$ cat config.mk
export PLATFORM = sky130hd
export DESIGN_NAME = alu_sched_flat
export DESIGN_NICKNAME = d
export VERILOG_FILES = /design/src/rtl/alu_pkg.sv /design/src/rtl/alu_sched_if.sv /design/src/rtl/alu_core.sv /design/src/rtl/alu_sched.sv /design/src/flat_wrapper.sv
export SDC_FILE = /design/constraint.sdc
export NUM_CORES = 1
export LEC_CHECK = 0
export BUFFER_PORTS_ARGS = -buffer_cell sky130_fd_sc_hd__buf_4
export CORE_MARGIN = 2
export CORE_UTILIZATION = 45
export DETAILED_ROUTE_END_ITERATION = 7
export HOLD_SLACK_MARGIN = 0.15
export PLACE_DENSITY = 0.69
export SLEW_MARGIN = 20
export SYNTH_ARGS = -nofsm -noshare
export SYNTH_HDL_FRONTEND = slang
export SYNTH_HIERARCHICAL = 1
export SYNTH_SLANG_ARGS = --single-unit
export TNS_END_PERCENT = 30
$ cat constraint.sdc
create_clock -name clk -period 2.3 [get_ports clk]
set_input_delay 0.46 -clock clk [delete_from_list [all_inputs] [get_ports clk]]
set_output_delay 0.46 -clock clk [all_outputs]
set_load 0.005 [all_outputs]
$ cat src/rtl/alu_pkg.sv
// rtl/alu_pkg.sv - shared widths, opcodes and FSM encoding for the ALU scheduler
package alu_pkg;

   localparam int WIDTH = 4;
   localparam int OPW   = 3;

   localparam logic [2:0] OP_ADD = 3'b000;
   localparam logic [2:0] OP_SUB = 3'b001;
   localparam logic [2:0] OP_AND = 3'b010;
   localparam logic [2:0] OP_OR  = 3'b011;
   localparam logic [2:0] OP_XOR = 3'b100;
   localparam logic [2:0] OP_NOT = 3'b101;
   localparam logic [2:0] OP_SHL = 3'b110;
   localparam logic [2:0] OP_SHR = 3'b111;

   typedef enum logic [1:0] {
      ST_IDLE = 2'd0,
      ST_EXEC = 2'd1,
      ST_RESP = 2'd2
   } state_t;

endpackage

$ cat src/rtl/alu_sched_if.sv
// rtl/alu_sched_if.sv - requester and response handshake bundle for alu_sched
interface alu_sched_if import alu_pkg::*; #(
   parameter int WIDTH = alu_pkg::WIDTH,
   parameter int OPW   = alu_pkg::OPW
);

   logic             req0_valid;
   logic             req0_ready;
   logic [WIDTH-1:0] req0_a;
   logic [WIDTH-1:0] req0_b;
   logic [OPW-1:0]   req0_op;

   logic             req1_valid;
   logic             req1_ready;
   logic [WIDTH-1:0] req1_a;
   logic [WIDTH-1:0] req1_b;
   logic [OPW-1:0]   req1_op;

   logic             rsp_valid;
   logic             rsp_ready;
   logic             rsp_id;
   logic [WIDTH-1:0] rsp_out;
   logic             rsp_carry;

   logic             busy;

   modport master (
      output req0_valid, req0_a, req0_b, req0_op,
      input  req0_ready,
      output req1_valid, req1_a, req1_b, req1_op,
      input  req1_ready,
      input  rsp_valid, rsp_id, rsp_out, rsp_carry,
      output rsp_ready,
      input  busy
   );

   modport slave (
      input  req0_valid, req0_a, req0_b, req0_op,
      output req0_ready,
      input  req1_valid, req1_a, req1_b, req1_op,
      output req1_ready,
      output rsp_valid, rsp_id, rsp_out, rsp_carry,
      input  rsp_ready,
      output busy
   );

endinterface

$ cat src/rtl/alu_core.sv
// rtl/alu_core.sv - combinational 8-operation ALU with carry/borrow/shift-out bit
module alu_core import alu_pkg::*; #(
   parameter int WIDTH = alu_pkg::WIDTH,
   parameter int OPW   = alu_pkg::OPW
) (
   input  logic [WIDTH-1:0] a,
   input  logic [WIDTH-1:0] b,
   input  logic [OPW-1:0]   op,
   output logic [WIDTH-1:0] out,
   output logic             carry
);

   logic [WIDTH:0] sum;
   logic [WIDTH:0] diff;

   // One extra bit on both so the top bit is carry-out for add and borrow for sub
   assign sum  = {1'b0, a} + {1'b0, b};
   assign diff = {1'b0, a} - {1'b0, b};

   // Opcode decode; logic ops leave carry at its zero default
   always_comb begin
      out   = '0;
      carry = 1'b0;
      case (op)
         OP_ADD: begin
            out   = sum[WIDTH-1:0];
            carry = sum[WIDTH];
         end
         OP_SUB: begin
            out   = diff[WIDTH-1:0];
            carry = diff[WIDTH];
         end
         OP_AND: out = a & b;
         OP_OR:  out = a | b;
         OP_XOR: out = a ^ b;
         OP_NOT: out = ~a;
         OP_SHL: begin
            out   = {a[WIDTH-2:0], 1'b0};
            carry = a[WIDTH-1];
         end
         OP_SHR: begin
            out   = {1'b0, a[WIDTH-1:1]};
            carry = a[0];
         end
         default: begin
            out   = '0;
            carry = 1'b0;
         end
      endcase
   end

endmodule

$ cat src/rtl/alu_sched.sv
// rtl/alu_sched.sv - round-robin two-requester scheduler driving a shared ALU
module alu_sched import alu_pkg::*; #(
   parameter int WIDTH = alu_pkg::WIDTH,
   parameter int OPW   = alu_pkg::OPW
) (
   input  logic        clk,
   input  logic        rst,
   alu_sched_if.slave  bus
);

   state_t           state;
   state_t           state_nxt;
   logic             ptr;
   logic             gnt_any;
   logic             gnt_id;
   logic             accept;

   logic [WIDTH-1:0] lat_a;
   logic [WIDTH-1:0] lat_b;
   logic [OPW-1:0]   lat_op;
   logic             lat_id;

   logic [WIDTH-1:0] alu_out;
   logic             alu_carry;

   logic [WIDTH-1:0] rsp_out_q;
   logic             rsp_carry_q;
   logic             rsp_id_q;

   // Grant selection: pointer only breaks ties, a lone valid always wins
   always_comb begin
      gnt_any = bus.req0_valid | bus.req1_valid;
      gnt_id  = 1'b0;
      if (bus.req0_valid && bus.req1_valid) begin
         gnt_id = ptr;
      end else begin
         gnt_id = bus.req1_valid;
      end
   end

   // Next-state logic; accepting only happens from IDLE and never during reset
   always_comb begin
      state_nxt = state;
      accept    = 1'b0;
      case (state)
         ST_IDLE: begin
            if (gnt_any && !rst) begin
               accept    = 1'b1;
               state_nxt = ST_EXEC;
            end
         end
         ST_EXEC: state_nxt = ST_RESP;
         ST_RESP: begin
            if (bus.rsp_ready) begin
               state_nxt = ST_IDLE;
            end
         end
         default: state_nxt = ST_IDLE;
      endcase
   end

   // State register
   always_ff @(posedge clk) begin
      if (rst) begin
         state <= ST_IDLE;
      end else begin
         state <= state_nxt;
      end
   end

   // Operand capture on accept, result capture in EXEC, pointer advance on grant
   always_ff @(posedge clk) begin
      if (rst) begin
         ptr         <= 1'b0;
         lat_a       <= '0;
         lat_b       <= '0;
         lat_op      <= '0;
         lat_id      <= 1'b0;
         rsp_out_q   <= '0;
         rsp_carry_q <= 1'b0;
         rsp_id_q    <= 1'b0;
      end else begin
         if (accept) begin
            lat_a  <= gnt_id ? bus.req1_a  : bus.req0_a;
            lat_b  <= gnt_id ? bus.req1_b  : bus.req0_b;
            lat_op <= gnt_id ? bus.req1_op : bus.req0_op;
            lat_id <= gnt_id;
            ptr    <= ~gnt_id;
         end
         if (state == ST_EXEC) begin
            rsp_out_q   <= alu_out;
            rsp_carry_q <= alu_carry;
            rsp_id_q    <= lat_id;
         end
      end
   end

   alu_core #(
      .WIDTH (WIDTH),
      .OPW   (OPW)
   ) u_alu_core (
      .a     (lat_a),
      .b     (lat_b),
      .op    (lat_op),
      .out   (alu_out),
      .carry (alu_carry)
   );

   assign bus.req0_ready = accept && !gnt_id;
   assign bus.req1_ready = accept &&  gnt_id;
   assign bus.rsp_valid  = (state == ST_RESP);
   assign bus.rsp_out    = rsp_out_q;
   assign bus.rsp_carry  = rsp_carry_q;
   assign bus.rsp_id     = rsp_id_q;
   assign bus.busy       = (state != ST_IDLE);

endmodule
$ cat src/flat_wrapper.sv
// flat-port wrapper written by rule: the top's interface ports become plain ports
module alu_sched_flat import alu_pkg::*;
#(
   parameter int WIDTH = alu_pkg::WIDTH,
   parameter int OPW   = alu_pkg::OPW
)
  (clk, rst, bus_req0_valid, bus_req0_a, bus_req0_b, bus_req0_op, bus_req0_ready, bus_req1_valid, bus_req1_a, bus_req1_b, bus_req1_op, bus_req1_ready, bus_rsp_valid, bus_rsp_id, bus_rsp_out, bus_rsp_carry, bus_rsp_ready, bus_busy);
  alu_sched_if #(.WIDTH(WIDTH), .OPW(OPW)) bus_i ();
  input  logic clk;
  input  logic rst;
  input wire logic [$bits(bus_i.req0_valid)-1:0] bus_req0_valid;
  input wire logic [$bits(bus_i.req0_a)-1:0] bus_req0_a;
  input wire logic [$bits(bus_i.req0_b)-1:0] bus_req0_b;
  input wire logic [$bits(bus_i.req0_op)-1:0] bus_req0_op;
  output wire logic [$bits(bus_i.req0_ready)-1:0] bus_req0_ready;
  input wire logic [$bits(bus_i.req1_valid)-1:0] bus_req1_valid;
  input wire logic [$bits(bus_i.req1_a)-1:0] bus_req1_a;
  input wire logic [$bits(bus_i.req1_b)-1:0] bus_req1_b;
  input wire logic [$bits(bus_i.req1_op)-1:0] bus_req1_op;
  output wire logic [$bits(bus_i.req1_ready)-1:0] bus_req1_ready;
  output wire logic [$bits(bus_i.rsp_valid)-1:0] bus_rsp_valid;
  output wire logic [$bits(bus_i.rsp_id)-1:0] bus_rsp_id;
  output wire logic [$bits(bus_i.rsp_out)-1:0] bus_rsp_out;
  output wire logic [$bits(bus_i.rsp_carry)-1:0] bus_rsp_carry;
  input wire logic [$bits(bus_i.rsp_ready)-1:0] bus_rsp_ready;
  output wire logic [$bits(bus_i.busy)-1:0] bus_busy;
  assign bus_i.req0_valid = bus_req0_valid;
  assign bus_i.req0_a = bus_req0_a;
  assign bus_i.req0_b = bus_req0_b;
  assign bus_i.req0_op = bus_req0_op;
  assign bus_req0_ready = bus_i.req0_ready;
  assign bus_i.req1_valid = bus_req1_valid;
  assign bus_i.req1_a = bus_req1_a;
  assign bus_i.req1_b = bus_req1_b;
  assign bus_i.req1_op = bus_req1_op;
  assign bus_req1_ready = bus_i.req1_ready;
  assign bus_rsp_valid = bus_i.rsp_valid;
  assign bus_rsp_id = bus_i.rsp_id;
  assign bus_rsp_out = bus_i.rsp_out;
  assign bus_rsp_carry = bus_i.rsp_carry;
  assign bus_i.rsp_ready = bus_rsp_ready;
  assign bus_busy = bus_i.busy;
  alu_sched #(.WIDTH(WIDTH), .OPW(OPW)) u_core (.clk(clk), .rst(rst), .bus(bus_i));
endmodule
After elaboration in Yosys (flattened, before gate mapping)
Index checks and enable logic that the tools add are counted.
{"block": "word_totals", "ff_bits": 21, "word_cells": 49, "in_bits": 27}
{"block": "op_classes", "n_reduce_logical": 10, "n_mux": 11, "addsub": 2, "bitwise_logic": 6, "n_eq_ne": 11}
{"cell": "$pmux 4 s8", "n": 1}
{"cell": "$eq 3x3->1 const B", "n": 4}
{"cell": "$mux 4", "n": 2}
{"cell": "$eq 3x2->1 const B", "n": 2}
{"cell": "$pmux 2 s3", "n": 1}
{"cell": "$add 4x4->5", "n": 1}
{"cell": "$sub 4x4->5", "n": 1}
{"cell": "$and 4x4->4", "n": 1}
{"cell": "$logic_and 1x1->1", "n": 4}
{"cell": "$mux 2", "n": 2}
{"cell": "$ne 2x1->1 const B", "n": 2}
{"cell": "$not 4->4", "n": 1}
{"cell": "$or 4x4->4", "n": 1}
{"cell": "$pmux 1 s4", "n": 1}
{"cell": "$xor 4x4->4", "n": 1}
{"cell": "$eq 3x1->1 const B", "n": 1}
{"cell": "$logic_not 3->1", "n": 1}
{"cell": "$mux 1", "n": 3}
{"cell": "$mux 3", "n": 1}
{"cell": "$eq 2x1->1 const B", "n": 1}
{"cell": "$eq 2x2->1 const B", "n": 1}
{"cell": "$logic_not 1->1", "n": 2}
{"cell": "$logic_not 2->1", "n": 1}
{"cell": "$reduce_and 2->1", "n": 1}
{"cell": "3 further kinds", "n": 3}

Longest topological paths before layout
{"block": "logic_depth", "ltp_word": 5, "mapped_depth": 11, "mapped_depth_nobuf": 11}

Hierarchy
The synthesis kept the hierarchy.
{"module": "alu_sched", "seq_area_each_um2": 420.4, "cells_per_inst": 107, "n_inst": 1, "area_each_um2": 950.9}
{"module": "alu_core", "seq_area_each_um2": 0.0, "cells_per_inst": 91, "n_inst": 1, "area_each_um2": 635.6}

Worst setup path before layout
Ideal clock, no wire load.
{"block": "synth_timing", "path_type": "flip-flop to flip-flop", "start": "reg u_core.lat_a[0]", "end": "reg u_core.rsp_out_q[1], in the netlist u_core/bus.rsp_out[1]", "setup_time_ns": 0.065, "t_required_ns": 2.235, "slack_ns": 0.478, "n_path_buf": 0, "path_stages_with_launch": 10, "t_arrival_ns": 1.757, "period_less_slack_ns": 1.822, "cell_sequence": "dfxtp_1 > inv_1 > ha_1 > inv_1 > fa_1 > nand2_1 > mux4_2 > o21ai_1 > mux2i_1 > nor2_1"}
{"block": "synth_between", "elab_chain_cells": 2}
{"element": "start: declaration", "line_no": "alu_sched.sv:18", "source": "logic [WIDTH-1:0] lat_a;"}
{"element": "start signal: assignment", "line_no": "alu_sched.sv:84", "source": "lat_a <= gnt_id ? bus.req1_a : bus.req0_a;"}
{"element": "$sub 4x4->5 / $add 4x4->5 (equally long branches)", "line_no": "alu_core.sv:18, alu_core.sv:17"}
{"element": "$pmux 4 s8 *", "line_no": "alu_core.sv:24", "source": "case (op)"}
{"element": "named net u_core.alu_out[1]", "line_no": "alu_sched.sv:23", "source": "logic [WIDTH-1:0] alu_out;"}
{"element": "end signal: assignment", "line_no": "alu_sched.sv:91", "source": "rsp_out_q <= alu_out;"}
{"element": "end: declaration", "line_no": "alu_sched.sv:26", "source": "logic [WIDTH-1:0] rsp_out_q;"}
Mark *: on every way through the listed nets, which the timed path passes. The rest lies on a longest branch.
A chain may end at the register's enable or synchronous reset.

Final worst setup path
Same ends and word-level chain as after synthesis.

==> results_dict.tcl <==
set metrics [dict create \
    clkSinkCount 21 \
    status "finished, final reports clean" \
    stdcell_area_um2 1871 \
    fraction_of_layout_cells_with_a_size_suffix_above_1_pct 22.81 \
    power_mw 0.9941 \
    die_y_um 63.38 \
    final_core_util_pct 55.62 \
    worstSetupStartpointType "flop" \
    antenna_found_initial 0 \
    ir_drop_uv 252.7 \
    ant_nets 0 \
    worst_hold_slack_ns 0.3920 \
    hpwl_um 2867 \
    post-route-period-util_pct 87.60 \
    route.detailed.wl_per_inst_um 13.82 \
    rsz0062_at_grt "false" \
    max_freq_mhz 496.3 \
    worst_ep_arrival_time_ns 2.28 \
    crit_path_max_fanout 6 \
    initial_core_util_pct 47.17 \
    clock_latency_ns 0.31 \
    post_layout_nonfiller_instances 274 \
    die_width_um 63.38 \
    yosysTopAreaCell "sky130_fd_sc_hd__dfxtp_1" \
    ys_warn_count 6 \
    replace_congestion 0.8847 \
    worst-endpoint-required_ns 2.56 \
    post_drt_via_cell_ratio 5.485 \
    drt-total-wl_um 3786 \
    synth_sequential_area_ratio_pct 26.50 \
    cts-root-buf "sky130_fd_sc_hd__clkbuf_4" \
    ys_top_cells_by_area "sky130_fd_sc_hd__dfxtp_1 26%, sky130_fd_sc_hd__ha_1 9.5%, sky130_fd_sc_hd__a21oi_1 7.3%" \
    fp-row-count 21 \
    synth_top_cell_area_share_pct 26.50 \
    setup-violations-final 0 \
    syn_inst 198 \
    finalHoldViolCount 0 \
    grt_pass1_wl_um 6465 \
    placed_cells 270 \
    layout.cells.most_common "sky130_fd_sc_hd__buf_4" \
    hold_path_class "in -> reg" \
    htree_levels 1 \
    fin_ws_ns 0.2851 \
    fp.dieArea_um2 4016 \
    remaining_overflow_grt 0 \
    max-slew-margin-rel_pct 64.73 \
    placement.setup.worst_slack_ns 0.3083 \
    cts_buffers 3 \
    finalClockSkew_ns 0.005173 \
    finalCriticalPeriod_ns 2.015 \
    post_synth_instance_area_um2 1587 \
    tritoncts "yes" \
    synthesized_netlist_net_count 239 \
    critical_path_class "reg -> reg" \
    grt_pass1_vias 1473 \
    end_kind "flop" \
    drc_errors 0 \
    cts.path.max_buffers 2 \
    syn2layout_area_growth_pct 17.90 \
    port_buffers 36 \
    placedInstanceArea_um2 1843 \
    antenna-diode-count 0 \
    synth.avg_cell_area_um2 8.013 \
    core-area_um2 3363 \
    detail_route.first_pass.iterations 4 \
    cts_hold_repair.buffers 0 \
    synthDistinctLibCells 40 \
    mostFrequentLayoutCells "40 x sky130_fd_sc_hd__buf_4, 23 x sky130_fd_sc_hd__a21oi_1, 21 x sky130_fd_sc_hd__dfxtp_1" \
    final_max_slew_viol_count 0 \
    yosys_register_bits 21 \
    dr.first_iter.drc_count 49 \
    timing.setup.tns_ns 0 \
    post-cts-setup-buffers 0 \
    max_slew.worst_pin.slew_ns 0.5284 \
    clkSlewWorstSetupHoldPaths_ns 0.13 \
    cap_viol_max_count 0 \
    final_net_count 270 \
    p_leak_nw 0.7924 \
    grt_usage_pct 20.19 \
    cellPowerDensity_nw_per_um2 531.4 \
    via_count 1503 \
    grt_max_degree 22 \
    post_cts.resized_instances 0 \
    ioPinCount 37 \
]
[sequential cells by signal (all words and copies together), names as in the netlist]
name	count
u_core/ptr	1
u_core/lat_a	4
u_core/state	2
u_core/lat_id	1
u_core/lat_b	4
u_core/bus.rsp_id	1
u_core/lat_op	3
u_core/bus.rsp_out	4
u_core/bus.rsp_carry	1
[power breakdown]
group | total [mW] | switching (mW) | internal (mW)
logic | 0.361 | 0.187 | 0.174
registers | 0.445 | 0.0483 | 0.397
clock network | 0.188 | 0.123 | 0.0651
total | 0.994 | 0.359 | 0.635
[synth_stat cells]
cell / number
sky130_fd_sc_hd__a21oi_1: 23
sky130_fd_sc_hd__dfxtp_1: 21
sky130_fd_sc_hd__o21ai_0: 18
sky130_fd_sc_hd__nand3_1: 17
sky130_fd_sc_hd__inv_1: 16
sky130_fd_sc_hd__ha_1: 12
sky130_fd_sc_hd__nor2_1: 12
sky130_fd_sc_hd__a311oi_1: 11
sky130_fd_sc_hd__mux2i_1: 8
sky130_fd_sc_hd__nor3_1: 7
sky130_fd_sc_hd__buf_2: 6
sky130_fd_sc_hd__nand2_1: 6
sky130_fd_sc_hd__buf_6: 4
sky130_fd_sc_hd__nand2b_1: 4
sky130_fd_sc_hd__a211oi_1: 2
sky130_fd_sc_hd__clkbuf_1: 2
sky130_fd_sc_hd__fa_1: 2
sky130_fd_sc_hd__nor2b_1: 2
sky130_fd_sc_hd__o21ai_1: 2
sky130_fd_sc_hd__o21bai_1: 2
sky130_fd_sc_hd__xnor2_1: 2
sky130_fd_sc_hd__a2111oi_1: 1
sky130_fd_sc_hd__a211o_1: 1
sky130_fd_sc_hd__a21bo_2: 1
sky130_fd_sc_hd__a31oi_1: 1
sky130_fd_sc_hd__and2b_1: 1
sky130_fd_sc_hd__clkbuf_2: 1
sky130_fd_sc_hd__clkbuf_8: 1
sky130_fd_sc_hd__inv_2: 1
sky130_fd_sc_hd__mux4_2: 1
sky130_fd_sc_hd__nand2_2: 1
sky130_fd_sc_hd__nand2b_2: 1
sky130_fd_sc_hd__nand3b_1: 1
sky130_fd_sc_hd__nor2_2: 1
sky130_fd_sc_hd__nor2_4: 1
sky130_fd_sc_hd__nor3b_1: 1
sky130_fd_sc_hd__o21a_1: 1
sky130_fd_sc_hd__o21ba_2: 1
sky130_fd_sc_hd__o22a_1: 1
sky130_fd_sc_hd__o31ai_1: 1
[final cells by class]
| cell class | count | area (um2) |
|---|---|---|
| Clock buffer | 3 | 22.52 |
| Clock inverter | 1 | 5.005 |
| Fill cell | 347 | 1493 |
| Inverter | 17 | 63.81 |
| Multi-Input combinational cell | 146 | 1001 |
| Sequential cell | 21 | 420.4 |
| Tap cell | 46 | 57.56 |
| Timing Repair Buffer | 40 | 300.3 |
[worst max-delay path: stages, from the launching register on]
cell	delay, ns
sky130_fd_sc_hd__dfxtp_1	0.38
sky130_fd_sc_hd__inv_1	0.10
sky130_fd_sc_hd__ha_1	0.17
sky130_fd_sc_hd__inv_1	0.06
sky130_fd_sc_hd__fa_1	0.47
sky130_fd_sc_hd__nand2_1	0.06
sky130_fd_sc_hd__mux4_2	0.47
sky130_fd_sc_hd__o21ai_1	0.09
sky130_fd_sc_hd__mux2i_1	0.08
sky130_fd_sc_hd__nor2_1	0.09
[cell families (layout without fill, tap and decap cells)]
logic type	Yosys count	in the layout	share of synthesized area, %
multiplexers	9	9	6.467
AND/OR/NAND/NOR	55	55	17.67
adder cells (fa/ha/maj)	14	14	11.99
XOR/XNOR	2	2	1.104
AO/OA/AOI/OAI	66	66	25.87
flip-flops	21	21	26.50
buffers and inverters	31	61	10.41
[metal layers]
layer | track usage, % | part of all wire [%] | wire (um)
met5 | 0 | 0 | 0
met4 | 11.96 | 3.7 | 139
met3 | 2.143 | 4.8 | 180
met2 | 33.16 | 46 | 1736
met1 | 25.41 | 46 | 1730
[path summary, 6_finish.rpt]
path,endpoint,depth (start not counted),from,slack (ns)
hold reg to reg,u_core/bus.rsp_id,2,u_core/lat_id,0.50
setup / recovery,u_core/bus.rsp_out[1],9,u_core/lat_a[0],0.29
setup reg to reg,u_core/bus.rsp_out[1],9,u_core/lat_a[0],0.29
hold / removal,u_core/state[1],3,bus_rsp_ready,0.39
No activity file was read; power rests on OpenSTA's default activity.
